**src/rtl/pipe_ctrl_pkg.sv**
```systemverilog
// Shared types and constants for the pipeline hazard/sequencing controller.
// Holds the FSM states, the MemRead encodings, register-0 and the output-class decode.
package pipe_ctrl_pkg;

  typedef enum logic [1:0] {
    ST_RUN      = 2'd0,
    ST_STALL    = 2'd1,
    ST_MEM_WAIT = 2'd2
  } state_t;

  typedef enum logic [1:0] {
    OC_NORMAL,
    OC_BUBBLE,
    OC_FREEZE,
    OC_FLUSH
  } out_class_t;

  localparam logic [1:0] MEMREAD_NONE = 2'b00;
  localparam logic [1:0] MEMREAD_BYTE = 2'b01;
  localparam logic [1:0] MEMREAD_HALF = 2'b10;
  localparam logic [1:0] MEMREAD_WORD = 2'b11;

  localparam logic [4:0] REG_ZERO = 5'd0;

  typedef struct packed {
    logic pc_write;
    logic if_id_write;
    logic if_id_flush;
    logic control_mux;
    logic pipe_hold;
  } pipe_ctrl_t;

  function automatic pipe_ctrl_t decode_class(input out_class_t cls);
    pipe_ctrl_t c;
    c = '{pc_write: 1'b1, if_id_write: 1'b1, if_id_flush: 1'b0,
          control_mux: 1'b1, pipe_hold: 1'b0};
    case (cls)
      OC_BUBBLE: c = '{pc_write: 1'b0, if_id_write: 1'b0, if_id_flush: 1'b0,
                       control_mux: 1'b0, pipe_hold: 1'b0};
      OC_FREEZE: c = '{pc_write: 1'b0, if_id_write: 1'b0, if_id_flush: 1'b0,
                       control_mux: 1'b1, pipe_hold: 1'b1};
      OC_FLUSH:  c = '{pc_write: 1'b1, if_id_write: 1'b1, if_id_flush: 1'b1,
                       control_mux: 1'b1, pipe_hold: 1'b0};
      default:   ;
    endcase
    return c;
  endfunction

endpackage

```
**src/rtl/hazard_perf_cnt.sv**
```systemverilog
// Stall and flush performance counters for hazard_ctrl.
// Built only when HAZ_PERF_CNT_EN is defined; both counters wrap modulo 2^32.
module hazard_perf_cnt (
  input  logic        Clk,
  input  logic        Reset,
  input  logic        stall_evt,
  input  logic        flush_evt,
  output logic [31:0] stall_cycles,
  output logic [31:0] flush_count
);

  always_ff @(posedge Clk) begin
    if (Reset) begin
      stall_cycles <= '0;
      flush_count  <= '0;
    end else begin
      if (stall_evt) stall_cycles <= stall_cycles + 32'd1;
      if (flush_evt) flush_count  <= flush_count + 32'd1;
    end
  end

endmodule

```
**src/rtl/hazard_ctrl.sv**
```systemverilog
// Hazard and sequencing controller: load-use / jr stalls, control-transfer flushes, memory freeze.
// Optional performance counters are built when HAZ_PERF_CNT_EN is defined.
module hazard_ctrl
  import pipe_ctrl_pkg::*;
#(
  parameter int MEM_TIMEOUT = 255
) (
  input  logic        Clk,
  input  logic        Reset,
  input  logic [4:0]  rs_address_ID,
  input  logic [4:0]  rt_address_ID,
  input  logic        uses_rt_ID,
  input  logic        Jump_ID,
  input  logic        JR_ID,
  input  logic        BranchTaken_ID,
  input  logic [1:0]  MemRead_EX,
  input  logic        RegWrite_EX,
  input  logic [4:0]  WriteReg_EX,
  input  logic [1:0]  MemRead_MEM,
  input  logic [4:0]  WriteReg_MEM,
  input  logic        mem_req_MEM,
  input  logic        mem_ready,
  output logic        PCWrite,
  output logic        IF_ID_Write,
  output logic        IF_ID_Flush,
  output logic        ControlMuxSig,
  output logic        PipeHold,
  output logic        mem_timeout,
  output logic [31:0] stall_cycles,
  output logic [31:0] flush_count
);

  localparam int WAIT_W = (MEM_TIMEOUT < 2) ? 1 : $clog2(MEM_TIMEOUT + 1);

  state_t           state, state_nxt, run_nxt;
  out_class_t       cls, run_cls;
  pipe_ctrl_t       ctrl;
  logic [1:0]       stall_cnt;
  logic [WAIT_W-1:0] wait_cnt, wait_cnt_nxt;
  logic             stall_load, stall_dec, wait_load, wait_inc, timeout_hit;

  // Register 0 is hardwired, so a match on it is never a dependency.
  logic rs_ex_match, rt_ex_match, rs_mem_match, load_ex, load_mem;
  logic lu, jr2, jr1, mw, xfer;

  assign rs_ex_match  = (WriteReg_EX  != REG_ZERO) && (WriteReg_EX  == rs_address_ID);
  assign rt_ex_match  = (WriteReg_EX  != REG_ZERO) && (WriteReg_EX  == rt_address_ID) && uses_rt_ID;
  assign rs_mem_match = (WriteReg_MEM != REG_ZERO) && (WriteReg_MEM == rs_address_ID);
  assign load_ex      = (MemRead_EX  != MEMREAD_NONE);
  assign load_mem     = (MemRead_MEM != MEMREAD_NONE);

  assign lu   = load_ex && (rs_ex_match || rt_ex_match);
  assign jr2  = JR_ID && load_ex && rs_ex_match;
  assign jr1  = JR_ID && !jr2 && ((RegWrite_EX && rs_ex_match) || (load_mem && rs_mem_match));
  assign mw   = mem_req_MEM && !mem_ready;
  assign xfer = Jump_ID || JR_ID || BranchTaken_ID;

  // RUN-state decision with the memory wait ignored; reused on MEM_WAIT release.
  always_comb begin
    // NOTE: every combinational output is defaulted first so no path can infer a latch.
    run_cls = OC_NORMAL;
    run_nxt = ST_RUN;
    if (jr2) begin
      run_cls = OC_BUBBLE;
      run_nxt = ST_STALL;
    end else if (jr1 || lu) begin
      run_cls = OC_BUBBLE;
    end else if (xfer) begin
      run_cls = OC_FLUSH;
    end
  end

  always_comb begin
    cls        = OC_NORMAL;
    state_nxt  = state;
    stall_load = 1'b0;
    stall_dec  = 1'b0;
    wait_load  = 1'b0;
    wait_inc   = 1'b0;
    case (state)
      ST_RUN, ST_MEM_WAIT: begin
        if ((state == ST_RUN) ? mw : !mem_ready) begin
          cls       = OC_FREEZE;
          state_nxt = ST_MEM_WAIT;
          wait_load = (state == ST_RUN);
          wait_inc  = (state == ST_MEM_WAIT);
        end else begin
          cls        = run_cls;
          state_nxt  = run_nxt;
          stall_load = (run_nxt == ST_STALL);
        end
      end
      ST_STALL: begin
        if (mw) begin
          // Remaining stall is dropped; the hazard is re-detected on release.
          cls       = OC_FREEZE;
          state_nxt = ST_MEM_WAIT;
          wait_load = 1'b1;
        end else begin
          cls       = OC_BUBBLE;
          stall_dec = 1'b1;
          if (stall_cnt <= 2'd1) state_nxt = ST_RUN;
        end
      end
      default: state_nxt = ST_RUN;
    endcase
  end

  always_comb begin
    wait_cnt_nxt = wait_cnt;
    if (wait_load)                             wait_cnt_nxt = WAIT_W'(1);
    else if (wait_inc && (wait_cnt != '1))     wait_cnt_nxt = wait_cnt + WAIT_W'(1);
  end

  assign timeout_hit = (wait_load || wait_inc) && (wait_cnt_nxt == WAIT_W'(MEM_TIMEOUT));

  // NOTE: sequential state uses non-blocking assignments so all flops update together.
  always_ff @(posedge Clk) begin
    if (Reset) begin
      state       <= ST_RUN;
      stall_cnt   <= '0;
      wait_cnt    <= '0;
      mem_timeout <= 1'b0;
    end else begin
      state    <= state_nxt;
      wait_cnt <= wait_cnt_nxt;
      if (stall_load)     stall_cnt <= 2'd1;
      else if (stall_dec) stall_cnt <= stall_cnt - 2'd1;
      if (timeout_hit)    mem_timeout <= 1'b1;
    end
  end

  assign ctrl          = Reset ? '0 : decode_class(cls);
  assign PCWrite       = ctrl.pc_write;
  assign IF_ID_Write   = ctrl.if_id_write;
  assign IF_ID_Flush   = ctrl.if_id_flush;
  assign ControlMuxSig = ctrl.control_mux;
  assign PipeHold      = ctrl.pipe_hold;

`ifdef HAZ_PERF_CNT_EN
  logic stall_evt, flush_evt;
  assign stall_evt = (cls == OC_BUBBLE) || (cls == OC_FREEZE);
  assign flush_evt = (cls == OC_FLUSH);

  hazard_perf_cnt u_perf_cnt (
    .Clk          (Clk),
    .Reset        (Reset),
    .stall_evt    (stall_evt),
    .flush_evt    (flush_evt),
    .stall_cycles (stall_cycles),
    .flush_count  (flush_count)
  );
`else
  assign stall_cycles = '0;
  assign flush_count  = '0;
`endif

endmodule
```
**config.mk**
```make
export PLATFORM = sky130hd
export DESIGN_NAME = hazard_ctrl
export DESIGN_NICKNAME = d
export VERILOG_FILES = /design/src/rtl/pipe_ctrl_pkg.sv /design/src/rtl/hazard_perf_cnt.sv /design/src/rtl/hazard_ctrl.sv
export SDC_FILE = /design/constraint.sdc
export NUM_CORES = 1
export LEC_CHECK = 0
export ABC_AREA = 0
export CAP_MARGIN = 20
export CORE_MARGIN = 2
export CORE_UTILIZATION = 35
export DETAILED_ROUTE_END_ITERATION = 6
export HOLD_SLACK_MARGIN = 0.08
export MAX_ROUTING_LAYER = met4
export PLACE_DENSITY = 0.78
export SYNTH_ARGS = -nofsm -noshare
export SYNTH_HDL_FRONTEND = slang
export SYNTH_SLANG_ARGS = --single-unit
```
**constraint.sdc**
```tcl
create_clock -name Clk -period 7.6 [get_ports Clk]
set_input_delay 1.14 -clock Clk [delete_from_list [all_inputs] [get_ports Clk]]
set_output_delay 1.14 -clock Clk [all_outputs]
set_load 0.02 [all_outputs]
```
==> load_flow_metrics.sql <==
INSERT INTO impl_metrics (metric_group, metric, value, unit) VALUES
('outcome', 'outcome', 'completed', ''),
('clock_network', 'root_cell_of_the_clock_tree', 'clkbuf_8', ''),
('min_path', 'worst_hold_path_type', 'reg -> reg', ''),
('synth', 'synthesis.yosys.warnings', '0', ''),
('floorplan', 'top_level_ports', '103', ''),
('setup_path', 'critical_path_cell_by_cell', 'clkdlybuf4s50_1 > or4_1 > o22ai_1 > nor3_1 > o21a_1 > o41ai_1 > ha_1 > nor2b_1 > clkdlybuf4s50_1', ''),
('synth', 'synth-seq-cells', '13', ''),
('floorplan', 'dieHeight', '71.7', 'um'),
('timing', 'totalNegativeSetupSlack', '0', 'ns'),
('detailed_routing', 'totalWireLength', '2990', 'um'),
('grt', 'grt_use_total', '12.0', '%'),
('clock_network', 'cts.sinks', '13', ''),
('cells_and_area', 'layout-area-overhead-vs-synth', '13.1', '%'),
('floorplan', 'num_rows', '24', ''),
('grt', 'grt_antenna_before_repair', '0', ''),
('floorplan', 'floorplan.core_area', '4380', 'um2'),
('clock_network', 'holdBufCountCts', '0', ''),
('synth', 'post_synth_inst_count', '207', ''),
('clock_network', 'worst_skew_pair.late_latency', '0.25', 'ns'),
('grt', 'pin_count_of_the_biggest_net_entering_global_routing', '13', ''),
('synth', 'ys_async_sr_fraction', '0', '%'),
('placement', 'port_buffers', '38', ''),
('setup_path', 'end_kind', 'output pin', ''),
('grt', 'grt_pass1_wl', '4890', 'um'),
('detailed_routing', 'num_vias', '1309', ''),
('setup_path', 'rr_startpoint', 'state[1]', ''),
('detailed_routing', 'detail_route.wl_per_cell', '10.1', 'um'),
('pwr', 'power_density', '118', 'nW/um2'),
('synth', 'number_of_flops_mapped_to_enable_cells_by_yosys', '0', ''),
('synth', 'ys_dominant_reg_cell', 'dfxtp_1', ''),
('pwr', 'vdd_drop_max', '0.0462', 'mV'),
('timing', 'layout_worst_path_cycle_share', '70.2', '%'),
('setup_path', 'timing.reg2reg.worst_path_depth', '5', ''),
('synth', 'yosys-top-cells-area', 'buf_4 30%, dfxtp_1 16%, xnor2_1 6.0%', ''),
('timing', 'setup_repair_after_global_routing_missed_its_margin', 'false', ''),
('detailed_routing', 'route.detailed.vias_per_inst', '4.44', ''),
('setup_path', 'worst-endpoint-arrival', '4.19', 'ns'),
('pwr', 'pwr-share-seq', '33.0', '%'),
('clock_network', 'post_cts.repair.setup_buffers', '0', ''),
('clock_network', 'postCtsResizedCells', '0', ''),
('floorplan', 'starting_density_of_the_core', '36.6', '%'),
('setup_path', 'worst_path_most_repeated_cell', 'clkdlybuf4s50_1', ''),
('clock_network', 'clk_pin_slew', '0.05', 'ns'),
('min_path', 'hold_path_startpoint', 'mem_timeout', ''),
('timing', 'worst_pin_slew', '0.645', 'ns'),
('clock_network', 'htree_num_levels', '1', ''),
('pwr', 'p_comb_share', '37.3', '%'),
('timing', 'final.min_clock_period', '5.33', 'ns'),
('pwr', 'p_int', '0.136', 'mW'),
('cells_and_area', 'post_route_cells_drive_above_1_share', '2.88', '%'),
('setup_path', 'worst_ep_required_time', '6.46', 'ns'),
('floorplan', 'die_w', '71.7', 'um'),
('min_path', 'hold_crit_depth', '2', ''),
('min_path', 'hold_end', 'mem_timeout', ''),
('placement', 'dp_worst_setup_slack', '2.23', 'ns'),
('pwr', 'clockPowerShare', '29.7', '%'),
('setup_path', 'crit_slowest_cell', 'or4_1', ''),
('placement', 'hpwlAfterDp', '2580', 'um'),
('synth', 'ys_seq_area_share', '16.2', '%'),
('setup_path', 'critPathTopFamily', 'buffers and inverters', ''),
('detailed_routing', 'drtPass1Iterations', '4', ''),
('floorplan', 'design.die.area', '5140', 'um2'),
('timing', 'clock_skew', '0.00238', 'ns'),
('cells_and_area', 'net_total_in_the_final_layout', '282', ''),
('timing', 'timing.final.setup_violations', '0', ''),
('pwr', 'netSwitchingFraction', '36.6', '%'),
('setup_path', 'crit-reg2reg-capture', 'mem_timeout', ''),
('cells_and_area', 'final.fill_count', '476', ''),
('setup_path', 'worst-setup-path-type', 'in -> out', ''),
('grt', 'overflow_left_after_global_routing', '0', ''),
('cells_and_area', 'antennaDiodeCount', '0', '');
[area by class of cell]
| class | instances | area (um2) | share of cell area [%] |
|---|---|---|---|
| Inverter | 9 | 33.8 | 1.86 |
| Multi-Input combinational cell | 179 | 1030 | 56.7 |
| Timing Repair Buffer | 38 | 380 | 21.0 |
| Tap cell | 52 | 65.1 | 3.59 |
| Sequential cell | 13 | 260 | 14.3 |
| Clock inverter | 1 | 5.00 | 0.276 |
| Clock buffer | 3 | 41.3 | 2.28 |
[metrics by stage]
step           hold WS [ns]  area, um2  power, mW  instances  utilization (%)
4_1_cts               0.480       1810      0.215        295             41.4
6_report              0.474       1810      0.214        295             41.4
3_5_place_dp          0.472       1770      0.152        291             40.3
3_3_place_gp          0.463       1770      0.151        291             40.3
2_1_floorplan         0.475       1840      0.149        270                -
5_1_grt               0.502       1810      0.225        295             41.4
[flip-flops by register name, summed over array words and instances (netlist names)]
name,cells
state,2
stall_cnt,2
wait_cnt,8
mem_timeout,1
[power groups by stage]
stage	combinational (mW)	sequential [mW]	clock, mW
final	0.0799	0.0707	0.0636
after global placement	0.0785	0.0720	0
after CTS	0.0800	0.0707	0.0645
after floorplan	0.0776	0.0718	0
after global routing	0.0869	0.0709	0.0668
after detailed placement	0.0799	0.0722	0
[synth_stat cells (all sizes together) (2+ instances only)]
| cell | count |
|---|---|
| buf | 67 |
| nor2 | 19 |
| dfxtp | 13 |
| xnor2 | 11 |
| inv | 9 |
| a21oi | 8 |
| nor4 | 7 |
| nand2 | 6 |
| nand3 | 6 |
| ha | 5 |
| o21ai | 5 |
| xor2 | 5 |
| nor2b | 4 |
| a211oi | 3 |
| mux2i | 3 |
| o32ai | 3 |
| a31oi | 2 |
| and2 | 2 |
| clkbuf | 2 |
| nand2b | 2 |
| nand3b | 2 |
| nand4 | 2 |
| nor3 | 2 |
| o2111ai | 2 |
| or3 | 2 |
[layer usage]
layer / up-vias / routed length [um] / global-route usage [%]
met3: 5 / 258 / 2.95
li1: 657 / - / -
met4: 0 / 36 / 3.77
met5: - / 0 / -
met1: 583 / 1100 / 12.6
met2: 64 / 1600 / 21.9
[logic make-up after synthesis]
group,share of synthesized area (%)
muxes,2.57
DFF,16.2
xor gates and xnor gates,8.74
other,0.234
buffers and inverters,34.4
adders and majority gates,3.90
and+or+nand+nor,19.7
AOI/OAI and AO/OA,14.3
[worst register-to-register path, stage by stage (launching register included)]
cell and delay [ns]:
dfxtp_1 0.42, or3b_1 0.54, nor4_4 0.35, a21oi_1 0.11, a311o_1 0.35, o32ai_2 0.25
[worst max-delay path by stage]
stage                         end      startpoint  slack [ns]  depth (start not counted)
after global routing      PCWrite  WriteReg_EX[1]        2.03                          9
final                     PCWrite  WriteReg_EX[1]        2.27                          9
after global placement    PCWrite  WriteReg_EX[1]        2.34                          9
after floorplan           PCWrite  WriteReg_EX[1]        3.19                          8
after CTS                 PCWrite  WriteReg_EX[1]        2.23                          9
after detailed placement  PCWrite  WriteReg_EX[1]        2.23                          9
Power figures use the tool's default switching activity.
